### src/rtl/store_lane_formatter.sv
// Store lane formatter: narrows a register value into the byte lanes of a
// word-aligned data-memory write and runs the req/ack write handshake.
module store_lane_formatter #(
  parameter bit BIG_ENDIAN = 1'b0,
  parameter int TIMEOUT    = 16
) (
  input  logic        clk,
  input  logic        reset_n,
  input  logic        st_valid,
  output logic        st_ready,
  input  logic [1:0]  st_size,
  input  logic [31:0] st_addr,
  input  logic [31:0] st_data,
  output logic        st_done,
  output logic        st_err,
  output logic [1:0]  st_err_code,
  output logic        mem_req,
  input  logic        mem_ack,
  output logic [31:0] mem_addr,
  output logic [31:0] mem_wdata,
  output logic [3:0]  mem_be
);

  localparam logic [1:0] S_IDLE = 2'd0;
  localparam logic [1:0] S_REQ  = 2'd1;
  localparam logic [1:0] S_FIN  = 2'd2;
  localparam logic [1:0] S_ERR  = 2'd3;

  localparam logic [1:0] E_MISAL = 2'b01;
  localparam logic [1:0] E_SIZE  = 2'b10;
  localparam logic [1:0] E_TMO   = 2'b11;

  localparam logic [7:0] LAST = 8'(TIMEOUT - 1);

  logic [1:0]  state;
  logic [7:0]  cnt;
  logic [1:0]  code;
  logic [31:0] lane_data;
  logic [3:0]  lane_be;
  logic        illegal;
  logic        misal;
  logic        accept;

  assign st_ready    = (state == S_IDLE);
  assign mem_req     = (state == S_REQ);
  assign st_done     = (state == S_FIN);
  assign st_err      = (state == S_ERR);
  assign st_err_code = code;
  assign accept      = st_valid && st_ready;

  assign illegal = (st_size == 2'b11);
  assign misal   = ((st_size == 2'b01) && st_addr[0])
                || ((st_size == 2'b10) && (st_addr[1:0] != 2'b00));

  // Data is the same for both lane orders; only the enables move.
  always_comb begin
    lane_data = '0;
    lane_be   = '0;
    unique case (1'b1)
      (st_size == 2'b00): begin
        lane_data = {4{st_data[7:0]}};
        lane_be   = BIG_ENDIAN ? (4'b1000 >> st_addr[1:0])
                               : (4'b0001 << st_addr[1:0]);
      end
      (st_size == 2'b01): begin
        lane_data = {2{st_data[15:0]}};
        if (BIG_ENDIAN)
          lane_be = st_addr[1] ? 4'b0011 : 4'b1100;
        else
          lane_be = st_addr[1] ? 4'b1100 : 4'b0011;
      end
      (st_size == 2'b10): begin
        lane_data = st_data;
        lane_be   = 4'b1111;
      end
      default: begin
        lane_data = '0;
        lane_be   = '0;
      end
    endcase
  end

  always_ff @(posedge clk) begin
    if (!reset_n) begin
      state     <= S_IDLE;
      cnt       <= '0;
      code      <= '0;
      mem_addr  <= '0;
      mem_wdata <= '0;
      mem_be    <= '0;
    end else begin
      unique case (state)
        S_IDLE: begin
          if (accept) begin
            cnt <= '0;
            if (illegal) begin
              state <= S_ERR;
              code  <= E_SIZE;
            end else if (misal) begin
              state <= S_ERR;
              code  <= E_MISAL;
            end else begin
              state     <= S_REQ;
              code      <= '0;
              mem_addr  <= {st_addr[31:2], 2'b00};
              mem_wdata <= lane_data;
              mem_be    <= lane_be;
            end
          end
        end
        S_REQ: begin
          // Ack in the last allowed cycle still completes the write.
          if (mem_ack) begin
            state  <= S_FIN;
            cnt    <= '0;
            mem_be <= '0;
          end else if (cnt == LAST) begin
            state  <= S_ERR;
            code   <= E_TMO;
            cnt    <= '0;
            mem_be <= '0;
          end else begin
            cnt <= cnt + 8'd1;
          end
        end
        S_FIN:   state <= S_IDLE;
        S_ERR:   state <= S_IDLE;
        default: state <= S_IDLE;
      endcase
    end
  end

endmodule

### config.mk
export PLATFORM = sky130hd
export DESIGN_NAME = store_lane_formatter
export DESIGN_NICKNAME = d
export VERILOG_FILES = /design/src/rtl/store_lane_formatter.sv
export SDC_FILE = /design/constraint.sdc
export NUM_CORES = 1
export LEC_CHECK = 0
export ABC_CLOCK_PERIOD_IN_PS = 2500
export CORE_ASPECT_RATIO = 1.1
export CORE_MARGIN = 3
export CORE_UTILIZATION = 44
export CTS_BUF_LIST = sky130_fd_sc_hd__clkbuf_4
export CTS_CLUSTER_DIAMETER = 120
export DETAILED_ROUTE_END_ITERATION = 6
export PLACE_DENSITY = 0.79
export SLEW_MARGIN = 20
export SYNTH_ARGS = -nofsm -noshare
export SYNTH_HDL_FRONTEND = slang
export SYNTH_SLANG_ARGS = --single-unit
export TNS_END_PERCENT = 20
### constraint.sdc
create_clock -name clk -period 2.5 [get_ports clk]
set_clock_uncertainty 0.05 [all_clocks]
set_input_delay 0.625 -clock clk [delete_from_list [all_inputs] [get_ports clk]]
set_output_delay 0.625 -clock clk [all_outputs]
set_load 0.02 [all_outputs]
== Yosys cells after proc, flatten, opt, wreduce, memory -nomap -nowiden ==
Index checks and enable logic that the tools add are counted.

* Add/sub/neg operators: 1
* Eq/ne operators: 13
* Shifts and indexed selects: 1
* Multiplexer cells: 24
* Bitwise gates (word level): 2
* Reductions and logical operators: 14

{| class="wikitable"
|+ Operators with widths
! cell !! count
|-
| $pmux W32 S3 || 1
|-
| $mux W4 || 6
|-
| $mux W8 || 3
|-
| $mux W2 || 8
|-
| $pmux W8 S2 || 1
|-
| $pmux W4 S3 || 1
|-
| $add A8 B1 Y8 const B || 1
|-
| $eq A2 B2 Y1 const B || 4
|-
| $eq A8 B4 Y1 const B || 1
|-
| $pmux W4 S2 || 1
|-
| $reduce_and A4 Y1 || 2
|-
| $ne A2 B2 Y1 const B || 3
|-
| $pmux W2 S3 || 1
|-
| $reduce_and A5 Y1 || 1
|-
| $eq A2 B1 Y1 const B || 2
|-
| $logic_not A2 Y1 || 2
|-
| $ne A2 B1 Y1 const B || 2
|-
| $pmux W2 S2 || 1
|-
| $reduce_and A2 Y1 || 2
|-
| $reduce_bool A2 Y1 || 2
|-
| $shl A1 B2 Y4 const A || 1
|-
| $logic_and A1 B1 Y1 || 3
|-
| $ne A3 B1 Y1 const B || 1
|-
| $not A1 Y1 || 2
|-
| other kinds (3) || 3
|}

* Register bits after elaboration: 78
* Input bits: 70
* Output and inout port bits: 74
* Logic and storage cells: 61

== Logic depth before layout (Yosys ltp) ==
Gate-level depths: netlist of the first run.

* Depth in word-level cells: 7
* Gate-level depth with buffers: 7
* Gate-level depth less buffers: 5

== Worst setup path before layout of the first run ==
OpenSTA, ideal clock, no wires.

* Path kind: input to register
* Start point: input st_size[0]
* End point: register mem_wdata[19]
* Library setup time: 0.127 ns
* Arrival time: 1.802 ns
* Data required time: 2.323 ns
* Setup slack: 0.522 ns
* Stages: 6
* Cell sequence: clkbuf_1 nor3_1 o21bai_4 buf_2 a221oi_1 nor3b_2

* Word-level cells in the longest chain between the ends: 5
* Elaborated cells on any way between the ends: 11

{| class="wikitable"
|+ RTL lines
! item !! line !! source
|-
| from (decl) || 11 || <nowiki>input logic [1:0] st_size,</nowiki>
|-
| $eq A2 B1 Y1 or $eq A2 B2 Y1 (tied branches) || - ||
|-
| $logic_and A1 B1 Y1 (on tied branches) || 52, 53 ||
|-
| $logic_or A1 B1 Y1 || 53 || <nowiki>|| ((st_size == 2'b10) && (st_addr[1:0] != 2'b00));</nowiki>
|-
| $not A1 Y1 (no line) || - ||
|-
| $reduce_and A4 Y1 (no line) || - ||
|-
| to (signal assigned) || 106 || <nowiki>mem_wdata <= lane_data;</nowiki>
|-
| to (decl) || 20 || <nowiki>output logic [31:0] mem_wdata,</nowiki>
|}

Several ways; a longest one is shown, not always the timed one.
A chain may end at the register's enable or synchronous reset.

== Worst setup path in the final report of the first run ==
* Start point: register state[0]
* End point: output mem_req

* Word-level cells in the longest chain between the ends: 1

{| class="wikitable"
|+ RTL lines
! item !! line !! source
|-
| from (decl) || 35 || <nowiki>logic [1:0] state;</nowiki>
|-
| from (signal assigned) || 85 || <nowiki>state <= S_IDLE;</nowiki>
|-
| from (signal assigned) || 97 || <nowiki>state <= S_ERR;</nowiki>
|-
| from (signal assigned) || 100 || <nowiki>state <= S_ERR;</nowiki>
|-
| $eq A2 B1 Y1 || 45 || <nowiki>assign mem_req = (state == S_REQ);</nowiki>
|-
| to (decl) || 17 || <nowiki>output logic mem_req,</nowiki>
|}

No other way between the ends.

==> impl_metrics.py, run 1 <==
metrics = {
    "drt": {
        "route.detailed.wl_per_inst_um": 15.12,
        "finalWirelength_um": 9874,
        "postRouteAntennaNets": 0,
        "drc": 0,
        "vias": 3375,
        "vias_per_cell": 5.168,
        "drt_iter0_drc": 124,
        "drt_pass1_iterations": 4,
    },
    "logic_synthesis": {
        "ys_seq_elements": 78,
        "synth.distinct_cells": 40,
        "synthCells": 404,
        "yosysWarnings": 0,
        "netlist_area_um2": 3485,
        "syn_area_per_cell_um2": 8.625,
        "seq_area_frac_synth": 0.4481,
    },
    "timing": {
        "final-max-slew-violation-count": 0,
        "fin_crit_ns": 2.392,
        "fmax_ghz": 0.4180,
        "finalCritPeriodShare": 0.9568,
        "hold_ws_ns": 0.4116,
        "hold_viol": 0,
        "final.setup.tns_ns": 0,
        "rsz0062_at_grt": "false",
        "finalSetupViolations": 0,
    },
    "hold_path": {
        "min_path_type": "reg2reg",
    },
    "setup_path": {
        "ff2ff_path_depth": 4,
        "path_class": "reg2out",
        "r2r-start": "cnt[5]",
        "crit_start": "state[0]",
        "cp_data_required_time_ns": 1.82,
        "path_depth": 2,
        "r2r_end": "mem_be[1]",
        "crit_path_cell_trace": "nor2b_1 -> clkdlybuf4s50_1",
        "worstSetupEndpoint": "mem_req",
        "r2r_slack_ns": 0.70,
        "crit_slowest_cell": "clkdlybuf4s50_1",
        "end_kind": "output port",
        "cp_max_fo": 10,
        "arrival_ns": 1.72,
        "cp.buffers_inverters": 1,
        "max_stage_delay_ns": 0.63,
        "cp_top_family": "buffers and inverters",
        "cp-start-kind": "flop",
    },
    "placement": {
        "place_inst": 637,
        "gp_congestion": 0.8277,
        "io_buffers": 141,
        "hpwl_um": 7328,
        "dpl_cell_area_um2": 5040,
    },
    "global_routing": {
        "antenna_found_initial": 0,
        "grt_overflow": 0,
        "grt_pass1_vias": 3324,
        "grt_max_degree": 35,
        "grtUsageTotal": 0.2179,
        "grt_pass1_wl_um": 15930,
    },
    "floorplanning": {
        "fp-row-count": 33,
        "die_x_um": 90.85,
        "ios": 144,
        "coreArea_um2": 7556,
        "initial_utilization": 0.4612,
        "die_h_um": 99.34,
        "die_area_um2": 9025,
    },
    "clocking": {
        "clkSinkCount": 78,
        "cts_hold_buf": 0,
        "clock_latency_ns": 0.43,
        "numCtsBuffers": 9,
        "clkSlewWorstSetupHoldPaths_ns": 0.13,
        "htree_levels": 3,
        "cts_tree": "yes",
        "clk_root_buffer_cell": "clkbuf_4",
        "clockBufferDepth": 2,
    },
    "finish": {
        "regArea_um2": 1563,
        "syn_to_final_growth_pct": 48.47,
        "fillers": 605,
        "fin_nets": 614,
        "final_area_um2": 5174,
        "drive_gt1_frac": 0.09124,
        "stdcell_count": 653,
        "multiInputGateArea_um2": 1725,
        "diodes": 0,
    },
    "pwr": {
        "p_leak_uw": 0.001876,
        "power_uw": 2805,
        "ir_drop_uv": 301.4,
        "powerDensity_nw_per_um2": 542.2,
    },
    "status": {
        "status": "completed",
    },
    "job": {
        "maxCapViolations": 0,
    },
}
## power by group
group | internal (uW) | total, uW | leakage (uW) | switching [uW]
clock network | 297 | 747 | 0.0000715 | 450
registers | 1320 | 1360 | 0.000637 | 44.2
logic | 359 | 695 | 0.00117 | 336
total | 1970 | 2800 | 0.00188 | 830
## metrics by stage
stage,utilization,setup slack [ns]
after CTS,0.6847,0.07164
after global routing,0.6847,0.02211
after global placement,0.6670,0.07755
after detailed placement,0.6670,0.06246
final,0.6847,0.1079
after floorplan,-,0.5218
## placed cells by master (no fill, tap or decap), drive strengths merged, types with 2 or more instances in the layout
cell           count
clkinv             4
nor3b             26
clkbuf             9
inv                4
nor2b              4
nand2             87
clkinvlp           2
a21oi              5
mux2i             13
a221oi             9
and2               3
or3b               2
conb               2
dfxtp             78
nor2              39
nor3               6
nand3              6
o221a              2
o21ai             12
clkdlybuf4s50    140
o21bai             2
a21boi            44
nand4b             2
buf               21
a211oi            16
## Yosys cell counts (all sizes together)
| library cell | count | area, um^2 |
|---|---|---|
| a211oi | 16 | 120.1 |
| a21boi | 44 | 330.3 |
| a21oi | 5 | 28.78 |
| a221oi | 9 | 85.08 |
| a22oi | 1 | 7.510 |
| a31oi | 1 | 6.260 |
| and2 | 3 | 18.77 |
| and3 | 1 | 6.260 |
| buf | 12 | 103.9 |
| clkbuf | 22 | 82.58 |
| conb | 1 | 3.750 |
| dfxtp | 78 | 1562 |
| ha | 1 | 12.51 |
| inv | 4 | 15.01 |
| mux2i | 13 | 130.1 |
| nand2 | 87 | 326.6 |
| nand3 | 6 | 30.03 |
| nand3b | 1 | 7.510 |
| nand4b | 2 | 17.52 |
| nor2 | 39 | 146.4 |
| nor2b | 4 | 25.02 |
| nor3 | 6 | 41.29 |
| nor3b | 26 | 215.2 |
| nor4 | 1 | 6.260 |
| o21a | 1 | 7.510 |
| o21ai | 12 | 60.06 |
| o21ba | 1 | 10.01 |
| o21bai | 2 | 26.28 |
| o221a | 2 | 22.52 |
| o311a | 1 | 10.01 |
| or3b | 2 | 20.02 |
## metal layers
layer	part of all wire	global-route usage	routed length, um
met5	0	0	0
met4	0.017	0.07541	165
met3	0.084	0.07640	825
met2	0.50	0.3736	4892
met1	0.40	0.2539	3991
## sequential cells by signal, summed over array words and instances (netlist names)
signal and count:
st_err_code 2, mem_addr 30, mem_be 4, cnt 8, state 2, mem_wdata 32
## worst min-delay path by stage
stage	start	end	slack, ns	cells after the start
3_3_place_gp	mem_addr[12]	mem_addr[12]	0.39	2
3_5_place_dp	mem_addr[10]	mem_addr[10]	0.40	2
2_1_floorplan	cnt[2]	cnt[2]	0.42	2
6_report	mem_addr[10]	mem_addr[10]	0.41	2
5_1_grt	mem_addr[4]	mem_addr[4]	0.42	2
4_1_cts	mem_addr[10]	mem_addr[10]	0.41	2
## kinds of logic after synthesis
kind of cell / Yosys count / synth area share
AND/OR/NAND/NOR: 178 / 0.2470
AO/OA/AOI/OAI: 95 / 0.2050
flip-flops: 78 / 0.4481
buffers and inverters: 38 / 0.05781
multiplexers: 13 / 0.03734
adder cells (fa/ha/maj): 1 / 0.003590
other: 1 / 0.001076
## cell type report
| type | count | area share |
|---|---|---|
| multi-input cells | 289 | 0.3335 |
| inverters | 4 | 0.002902 |
| clock inverters | 7 | 0.01258 |
| repair buffers | 161 | 0.3105 |
| well taps | 105 | 0.02539 |
| flip-flops and latches | 78 | 0.3021 |
| clock buffers | 9 | 0.01306 |
## worst min-delay path, delay by kind of cell, from the launching register on
kind	cells	cell delay [ns]
AO/OA/AOI/OAI	1	0.05
AND/OR/NAND/NOR	1	0.05
flip-flops	1	0.33
## repair_timing
item / CTS / global route
setup endpoints to repair: 1 / 0
setup buffers: 0 / 0
resized for setup: 1 / 0
Note: power is estimated with default switching activity, not from simulation.
==> run 2, diff against run 1 <==
--- a/config.mk
+++ b/config.mk
@@ -6,8 +6,8 @@
 export NUM_CORES = 1
 export LEC_CHECK = 0
 export ABC_CLOCK_PERIOD_IN_PS = 2500
+export CAP_MARGIN = 20
 export CORE_ASPECT_RATIO = 1.1
-export CORE_MARGIN = 3
 export CORE_UTILIZATION = 44
 export CTS_BUF_LIST = sky130_fd_sc_hd__clkbuf_4
 export CTS_CLUSTER_DIAMETER = 120
==> run 2 against run 1 <==
Against the previous run: global-route usage is 1.8 points higher; sequential power about the same; critical path depth unchanged; routed wire length shrank 4.5%; core utilization decreased by 0.18 points; critical path type unchanged; final area shrank 0.27%; power shrank 3.1%; fmax increased by 4.3%; combinational power barely moved; flip-flop and latch count stayed put; first-iteration DRC count is 17% higher; non-clock buffer count is the same; highest routed layer unchanged.
==> impl_metrics.py, run 2 (synthesis gave the netlist of run 1 again) <==
metrics = {
    "timing": {
        "finalCritPeriodShare": 0.9176,
        "final-max-slew-violation-count": 0,
        "hold_ws_ns": 0.4095,
        "fmax_ghz": 0.4359,
        "final.setup.tns_ns": 0,
        "finalSetupViolations": 0,
        "rsz0062_at_grt": "false",
        "setup_slack_ns": 0.2059,
        "fin_crit_ns": 2.294,
        "hold_viol": 0,
    },
    "clocking": {
        "clkSinkCount": 78,
        "numCtsBuffers": 9,
        "clockBufferDepth": 2,
        "cts_hold_buf": 0,
        "clkSlewWorstSetupHoldPaths_ns": 0.13,
        "clock_latency_ns": 0.40,
        "clk_root_buffer_cell": "clkbuf_4",
        "htree_levels": 3,
        "cts_tree": "yes",
    },
    "placement": {
        "dpl_worst_slack_ns": 0.03607,
        "gp_congestion": 0.8072,
        "hpwl_um": 7027,
        "place_inst": 637,
        "io_buffers": 141,
    },
    "pwr": {
        "clockPowerShare": 0.243,
        "switching_power_uw": 834.0,
        "combPwrFrac": 0.256,
        "ir_drop_uv": 310.0,
        "p_leak_uw": 0.001878,
        "intPower_uw": 1884,
        "powerDensity_nw_per_um2": 526.7,
        "swShare": 0.3069,
        "p_seq_frac": 0.501,
    },
    "finish": {
        "final_common_cell": "clkdlybuf4s50_1",
        "diodes": 0,
        "final_cell_mix": "clkdlybuf4s50_1, nand2_1, dfxtp_1",
        "fin_nets": 614,
        "largest_register_ffs": 32,
        "syn_to_final_growth_pct": 48.08,
        "top_regs": "mem_wdata x32, mem_addr x30, cnt x8",
        "stdcell_count": 653,
        "drive_gt1_frac": 0.08759,
        "regMostFlops": "mem_wdata",
    },
    "floorplanning": {
        "ios": 144,
        "die_h_um": 95.34,
        "fp-row-count": 33,
        "initial_utilization": 0.4612,
        "coreArea_um2": 7556,
        "die_area_um2": 8280,
        "die_x_um": 86.85,
    },
    "setup_path": {
        "cp_top_family": "buffers and inverters",
        "cp_data_required_time_ns": 1.82,
        "end_kind": "output port",
        "r2r-start": "state[0]",
        "crit_path_cell_trace": "nor2b_1 -> clkdlybuf4s50_1",
        "path_class": "reg2out",
        "arrival_ns": 1.62,
        "crit_start": "state[1]",
        "r2r_slack_ns": 0.73,
        "cp_max_fo": 8,
        "crit_slowest_cell": "clkdlybuf4s50_1",
        "max_stage_delay_ns": 0.61,
        "cp-start-kind": "flop",
        "cp.buffers_inverters": 1,
    },
    "global_routing": {
        "grt_pass1_wl_um": 15320,
        "grt_pass1_vias": 3296,
        "met3_usage": 0.07965,
        "grt_max_degree": 41,
        "grt.busiest_layer": "met2",
        "grtUsageTotal": 0.2361,
        "use_met2": 0.3976,
        "antenna_found_initial": 0,
        "grt_use_met1": 0.2843,
        "grt_overflow": 0,
    },
    "drt": {
        "finalWirelength_um": 9433,
        "vias_per_cell": 5.155,
        "vias": 3366,
        "route.detailed.wl_per_inst_um": 14.45,
        "drt_iter0_drc": 145,
        "drc": 0,
        "postRouteAntennaNets": 0,
        "drt_pass1_iterations": 4,
    },
    "job": {
        "maxCapViolations": 0,
    },
    "hold_path": {
        "min_from": "mem_addr[31]",
        "min_path_type": "reg2reg",
    },
    "status": {
        "status": "completed",
    },
}
[run 2: path summary, 6_finish.rpt]
check / to / depth (start not counted)
setup / recovery: st_done / 2
hold / removal: mem_addr[31] / 2
setup reg to reg: mem_wdata[15] / 5
hold reg to reg: mem_addr[31] / 2
[run 2: per-stage QoR]
step / utilization / total power, uW / instance area, um^2
after floorplan: - / 1736 / 3488
after global placement: 0.6670 / 2072 / 5040
after detailed placement: 0.6670 / 2085 / 5040
after CTS: 0.6826 / 2744 / 5157
after global routing: 0.6829 / 2870 / 5160
final: 0.6829 / 2718 / 5160
[run 2: final cells by class]
class	count	area [um^2]
Clock inverter	7	48.80
Timing Repair Buffer	161	1609
Multi-Input combinational cell	289	1725
Tap cell	105	131.4
Clock buffer	9	67.56
Inverter	4	15.01
Sequential cell	78	1563
Fill cell	645	2396
[run 2: worst register-to-register path, delay by kind of cell, from the launching register on]
kind,cells,cell delay [ns]
compound gates,1,0.33
flops,1,0.39
buf+inv,1,0.20
simple gates,3,0.73
[run 2: routing by layer]
layer  vias to the layer above  wire (um)
met4                         0        187
met5                         -          0
met1                      1572       3976
met2                       113       4521
met3                        16        748
li1                       1665          -
[run 2: power groups by stage]
stage	combinational (uW)	clock (uW)	sequential, uW
3_5_place_dp	696	0	1390
2_1_floorplan	266	0	1470
4_1_cts	699	683	1360
5_1_grt	749	748	1370
3_3_place_gp	685	0	1390
6_report	695	661	1360
[run 2: timing repair]
action                     in CTS  in global routing
buffers inserted                0                  0
resized for setup               1                  1
setup endpoints to repair       1                  1
==> run 3, diff against run 2 <==
--- a/config.mk
+++ b/config.mk
@@ -7,7 +7,7 @@
 export LEC_CHECK = 0
 export ABC_CLOCK_PERIOD_IN_PS = 2500
 export CAP_MARGIN = 20
-export CORE_ASPECT_RATIO = 1.1
+export CORE_ASPECT_RATIO = 0.5
 export CORE_UTILIZATION = 44
 export CTS_BUF_LIST = sky130_fd_sc_hd__clkbuf_4
 export CTS_CLUSTER_DIAMETER = 120
==> run 3 against run 2 <==
Against the previous run: cell count down 0.61%; clock-buffer cell count up 1; critical path type unchanged; register-to-register slack worse by 0.03 ns; via count down 3.0%; combinational power down 2%; flip-flop and latch count unchanged; die area up 0.26%; sequential share of layout area about the same; fmax down 3.0%; first-iteration DRC count up 97%; setup slack worse by 0.072 ns.
==> impl_metrics.py, run 3 (synthesis gave the netlist of run 1 again) <==
metrics = {
    "finish": {
        "syn_to_final_growth_pct": 47.97,
        "diodes": 0,
        "largest_register_ffs": 32,
        "drive_gt1_frac": 0.08133,
        "final_cell_mix": "clkdlybuf4s50_1, nand2_1, dfxtp_1",
        "fin_nets": 607,
        "regMostFlops": "mem_wdata",
        "final_common_cell": "clkdlybuf4s50_1",
        "top_regs": "mem_wdata x32, mem_addr x30, cnt x8",
        "final_area_um2": 5156,
    },
    "pwr": {
        "switching_power_uw": 825.6,
        "intPower_uw": 2084,
        "combPwrFrac": 0.234,
        "ir_drop_uv": 338.0,
        "powerDensity_nw_per_um2": 564.2,
        "swShare": 0.2838,
        "clockPowerShare": 0.298,
        "p_leak_uw": 0.001855,
        "p_seq_frac": 0.468,
    },
    "job": {
        "maxCapViolations": 0,
    },
    "drt": {
        "postRouteAntennaNets": 0,
        "drt_pass1_iterations": 4,
        "drt_iter0_drc": 285,
        "vias": 3266,
        "drc": 0,
        "finalWirelength_um": 9292,
        "vias_per_cell": 5.032,
        "route.detailed.wl_per_inst_um": 14.32,
    },
    "clocking": {
        "clkSinkCount": 78,
        "numCtsBuffers": 9,
        "clock_latency_ns": 0.43,
        "cts_tree": "yes",
        "cts_hold_buf": 0,
        "clk_root_buffer_cell": "clkbuf_4",
        "clkSlewWorstSetupHoldPaths_ns": 0.12,
        "htree_levels": 3,
        "clockBufferDepth": 2,
    },
    "floorplanning": {
        "die_x_um": 127.9,
        "die_h_um": 64.93,
        "fp-row-count": 22,
        "coreArea_um2": 7487,
        "initial_utilization": 0.4654,
        "die_area_um2": 8301,
        "ios": 144,
    },
    "timing": {
        "final-max-slew-violation-count": 0,
        "fin_crit_ns": 2.366,
        "final.setup.tns_ns": 0,
        "worstMarginPinSlew_ns": 1.015,
        "relSlewSlack": 0.3227,
        "hold_viol": 0,
        "finalSetupViolations": 0,
        "finalCritPeriodShare": 0.9464,
        "fmax_ghz": 0.4227,
        "rsz0062_at_grt": "false",
        "setup_slack_ns": 0.1341,
    },
    "setup_path": {
        "cp_data_required_time_ns": 1.82,
        "end_kind": "output port",
        "arrival_ns": 1.69,
        "cp-start-kind": "flop",
        "path_class": "reg2out",
        "cp_max_fo": 8,
    },
    "hold_path": {
        "min_path_type": "reg2reg",
    },
    "placement": {
        "gp_congestion": 0.7385,
        "dpl_worst_slack_ns": -0.03556,
        "hpwl_um": 6457,
        "io_buffers": 141,
        "dpl_cell_area_um2": 4994,
    },
    "global_routing": {
        "antenna_found_initial": 0,
        "grt_overflow": 0,
        "grt_pass1_vias": 3040,
        "grtUsageTotal": 0.2342,
        "grt_max_degree": 81,
        "grt_pass1_wl_um": 15220,
    },
    "status": {
        "status": "completed",
    },
}
[run 3: cell count changes in the layout (fill, tap and decap cells not counted), sizes merged]
cell | previous run | this run
clkbuf | 9 | 10
dlymetal6s2s | 1 | 0
clkdlybuf4s50 | 139 | 140
bufinv | 0 | 2
buf | 21 | 14
inv | 6 | 4
clkinvlp | 2 | 1
[run 3: worst paths after layout]
path,startpoint,to,slack [ns],depth (start not counted)
worst min register to register,mem_addr[21],mem_addr[21],0.41,2
worst max register to register,cnt[5],mem_be[1],0.70,4
worst max-delay path,state[1],st_done,0.13,2
worst min-delay path,mem_addr[21],mem_addr[21],0.41,2
[run 3: cell type report]
cell class              count  area (um^2)
fillers                   649         2331
multi-input cells         289         1728
flip-flops and latches     78         1563
repair buffers            154         1554
well taps                 108        135.1
clock inverters             6        86.33
clock buffers              10        75.07
inverters                   4        15.01
[run 3: critical path, stage by stage, from the launching register on]
cell and delay, ns:
dfxtp_1 0.48, nor2b_1 0.17, clkdlybuf4s50_1 0.61
[run 3: stage by stage]
stage | utilization | hold WS (ns) | total power [uW] | cells
after floorplan | - | 0.4220 | 1736 | 405
after global placement | 0.6669 | 0.3902 | 2066 | 633
after detailed placement | 0.6669 | 0.3940 | 2073 | 633
after CTS | 0.6887 | 0.4112 | 2933 | 649
after global routing | 0.6887 | 0.4294 | 3050 | 649
final | 0.6887 | 0.4079 | 2909 | 649
[run 3: power by group through the flow]
stage | registers (uW) | logic, uW | clock network (uW)
finish | 1360 | 682 | 866
global route | 1370 | 732 | 945
CTS | 1360 | 687 | 884
detailed placement | 1390 | 683 | 0
global placement | 1390 | 678 | 0
floorplan | 1470 | 266 | 0
[run 3: layer usage]
layer  GRT usage  up-vias  wire [um]
met1      0.3030     1530       4368
li1            -     1653          -
met2      0.3865       75       4453
met5           0        -          0
met3     0.05863        8        387
met4     0.07059        0         83
[run 3: timing repair]
item                                    in CTS  in global routing
endpoints found under the hold margin        0                  0
buffers inserted                             0                  0
endpoints found under the setup margin       1                  0
gates resized for setup                      1                  0
==> edit 1 (flow settings as in run 2) <==
Set the parameter `BIG_ENDIAN` to 1'b1 (it was 1'b0).
--- a/src/rtl/store_lane_formatter.sv
+++ b/src/rtl/store_lane_formatter.sv
@@ -2,5 +2,5 @@
 // word-aligned data-memory write and runs the req/ack write handshake.
 module store_lane_formatter #(
-  parameter bit BIG_ENDIAN = 1'b0,
+  parameter bit BIG_ENDIAN = 1'b1,
   parameter int TIMEOUT    = 16
 ) (
Check against the original RTL: not equivalent (Yosys sat finds a counterexample within 4 cycles, from zero or initial values and one cycle with reset_n low).
==> edit 1 against run 2 <==
Routed wire length up 1.6%. First-iteration DRC count increased by 4.8%. Sequential cell count unchanged. Design area fell by 4.4%. Setup slack lost 0.011 ns. Hold slack gained 0.0032 ns. Area after synthesis shrank 4.0%. Via count grew 0.89%. Register-to-register slack better by 0.05 ns. Critical endpoint is now mem_req. Total power decreased by 2.1%. Synthesized cell count is the same. Sequential share of layout area rose by 1.4 points. Highest routed layer unchanged. Core utilization increased by 0.53 points.
==> edit 1: results (changes against run 2) <==
Critical Path End=mem_req (was st_done); met2 Resource Use GR=40.1% (was 39.8%); vias in the first global route=3222 (was 3296); Post-Place Cells=614 (was 637); worst flop-to-flop path startpoint=cnt[0]$_SDFFE_PN0P_ (was state[0]$_SDFFE_PN0P_); Synth Area in XOR/XNOR=0.524% (was 0%); min-delay src=mem_addr[12]$_SDFFE_PN0P_ (was mem_addr[31]$_SDFFE_PN0P_); vias per cell=5.39 (was 5.15); mux cell area share after synthesis=2.39% (was 3.73%); fillers=622 (was 645); Routed met1 length=4.01 mm (was 3.98 mm); Flop pwr share=51.1% (was 50.1%); Placer Congestion=0.888 (was 0.807); global-route wire length before repair=15.5 mm (was 15.3 mm); adder-cell share of the synthesized area=0.374% (was 0.359%); M3 GR Usage=7.68% (was 7.97%); Routed WL=9.58 mm (was 9.43 mm); met1 usage=30.9% (was 28.4%); sequential fraction of the synthesis area=46.7% (was 44.8%); Min-Delay Endpoint=mem_addr[12]$_SDFFE_PN0P_ (was mem_addr[31]$_SDFFE_PN0P_); ratio of cells with drive above 1 in the final layout=7.89% (was 8.76%); DR WL met2=4.54 mm (was 4.52 mm); outcome=complete, no violations (unchanged); Logic power comb=665 uW (was 695 uW); Psw=815 uW (was 834 uW); Register-to-Register Setup Slack=0.78 ns (was 0.73 ns); drt first-iter violations=152 (was 145); Max FO, Critical Path=9 (was 8); Wirelength per Cell=15.2 um (was 14.4 um); worst ir drop on vdd=0.000452 V (was 0.000310 V); top cells by area, synth=dfxtp_1 (47%), nand2_1 (11%), a21oi_1 (7.6%) (was dfxtp_1 (45%), nand2_1 (9.4%), a21boi_1 (6.5%))
-- edit 1: what timing repair did --
action,4_1_cts,5_1_grt
endpoints found under the setup margin,0,2
resized for setup,0,2
hold endpoints to repair,0,0
-- edit 1: critical path, delay by kind of cell, from the launching register on --
kind,cells,cell delay (ns)
DFF,1,0.39
buffers and inverters,1,0.61
and+or+nand+nor,1,0.23
-- edit 1: metrics by stage --
stage                     hold WS [ns]  instance area, um2  util (%)  setup slack (ns)  power [mW]
after floorplan                  0.388                3350         -             0.743        1.72
after global placement           0.391                4820      67.3             0.133        2.04
after detailed placement         0.399                4820      67.3            0.0239        2.05
after CTS                        0.415                4930      68.8            0.0369        2.68
after global routing             0.434                4930      68.8            0.0791        2.80
final                            0.413                4930      68.8             0.195        2.66
-- edit 1: layout make-up --
cell class                 count  area share (%)
sequential                    78            31.7
multi-input combinational    291            31.7
tap                           85            2.16
timing repair buffer         156            31.9
clock buffer                   9            1.37
inverter                       4           0.304
clock inverter                 7           0.837
==> edit 2 (flow settings as in run 2) <==
Made on the original files. Put one more register stage on the output `st_err_code`, without a reset. The value now appears one clock later. The other outputs are not delayed to match.
--- a/src/rtl/store_lane_formatter.sv
+++ b/src/rtl/store_lane_formatter.sv
@@ -46,5 +46,7 @@
   assign st_done     = (state == S_FIN);
   assign st_err      = (state == S_ERR);
-  assign st_err_code = code;
+  always_ff @(posedge clk) begin
+    st_err_code <= code;
+  end
   assign accept      = st_valid && st_ready;
 
Check against the original RTL: not equivalent (Yosys sat finds a counterexample within 4 cycles, from zero or initial values and one cycle with reset_n low).
==> edit 2 against run 2 <==
Critical path type unchanged. Area after synthesis shrank 4.3%. Routed wire length decreased by 3.4%. Sequential cell count rose by 2. Total power rose by 1.9%. Critical endpoint is now mem_req. Setup slack lost 0.11 ns. Highest routed layer unchanged. Fmax fell by 4.8%. Global-route usage shrank 0.32 points. Design area shrank 3.2%.
==> edit 2: results (changes against run 2) <==
Leakage=1.80 nW (was 1.88 nW); GRT Resource Usage Total=23.3% (was 23.6%); hold_ws=0.316 ns (was 0.410 ns); Max FO, Critical Path=9 (was 8); top cells by count, synth=nand2_1 (88), dfxtp_1 (80), a21oi_1 (48), nor2_1 (41), nor3_1 (25) (was nand2_1 (87), dfxtp_1 (78), nor2_1 (39), a21boi_1 (30)); Worst Path Arrival=1.73 ns (was 1.62 ns); outcome=complete, no violations (unchanged); Wirelength per Cell=14.3 um (was 14.4 um); mux cell area share after synthesis=2.70% (was 3.73%); top cells by area, synth=dfxtp_1 (48%), nand2_1 (9.9%), a21oi_1 (7.2%) (was dfxtp_1 (45%), nand2_1 (9.4%), a21boi_1 (6.5%)); fin cells=636 (was 653); Nets=618 (was 614); count of different cell masters after synthesis=45 (was 40); Placer Congestion=0.793 (was 0.807); Min-Delay Endpoint=st_err_code[1]$_DFF_P_ (was mem_addr[31]$_SDFFE_PN0P_); global-route wire length before repair=14.7 mm (was 15.3 mm); sequential fraction of the synthesis area=48.0% (was 44.8%); worst flop-to-flop path startpoint=cnt[0]$_SDFFE_PN0P_ (was state[0]$_SDFFE_PN0P_); largest net degree at the start of global routing=40 (was 41); Compound-Gate Fraction of Synth Area=19.0% (was 20.5%); hold path cells=0 (was 2); adder-cell share of the synthesized area=0.375% (was 0.359%); vias per cell=5.32 (was 5.15); Register-to-Register Setup Slack=0.88 ns (was 0.73 ns); HPWL after DPL=6.54 mm (was 7.03 mm); Syn Area/Cell=8.19 um2 (was 8.63 um2)
==> edit 2: where the power goes <==
group | internal (mW) | switching (mW) | total [mW]
Sequential | 1.35 | 0.0455 | 1.40
Combinational | 0.338 | 0.334 | 0.673
Clock | 0.287 | 0.412 | 0.699
==> edit 2: how the worst max path moves through the flow <==
stage	to	startpoint	cells past startpoint
global route	mem_req	state[1]$_SDFFE_PN0P_	3
floorplan	mem_wdata[18]$_SDFFE_PN0P_	st_size[0]	6
detailed placement	mem_wdata[20]$_SDFFE_PN0P_	st_size[1]	5
global placement	mem_wdata[29]$_SDFFE_PN0P_	st_size[1]	5
finish	mem_req	state[1]$_SDFFE_PN0P_	3
CTS	mem_req	state[1]$_SDFFE_PN0P_	3
==> edit 2: per-layer routing <==
| metal | track usage, % | routed length [um] | vias to the layer above | share of wire (%) |
|---|---|---|---|---|
| li1 | - | - | 1683 | - |
| met1 | 28.8 | 3850 | 1564 | 42 |
| met2 | 39.2 | 4440 | 124 | 49 |
| met3 | 5.38 | 623 | 15 | 6.8 |
| met4 | 9.18 | 198 | 0 | 2.2 |
| met5 | 0 | 0 | - | 0 |
==> edit 2: cell type report <==
class	instances	area, um2
flip-flops and latches	80	1600
multi-input cells	292	1560
clock inverters	6	51.3
inverters	5	18.8
well taps	85	106
repair buffers	159	1580
clock buffers	9	67.6
fillers	610	2170
==> edit 2: cells by family (layout without fill, tap and decap cells) <==
kind of cell    after synthesis  count (layout)
other cells                   1               2
fa+ha+maj                     1               1
simple gates                180             180
flops                        80              80
mux                           9               9
compound gates              100             100
buf+inv                      36             179
==> edit 2: timing repair <==
action | CTS | global route
hold endpoints to repair | 0 | 0
hold buffers | 0 | 0
endpoints found under the setup margin | 1 | 0
resized for setup | 1 | 0
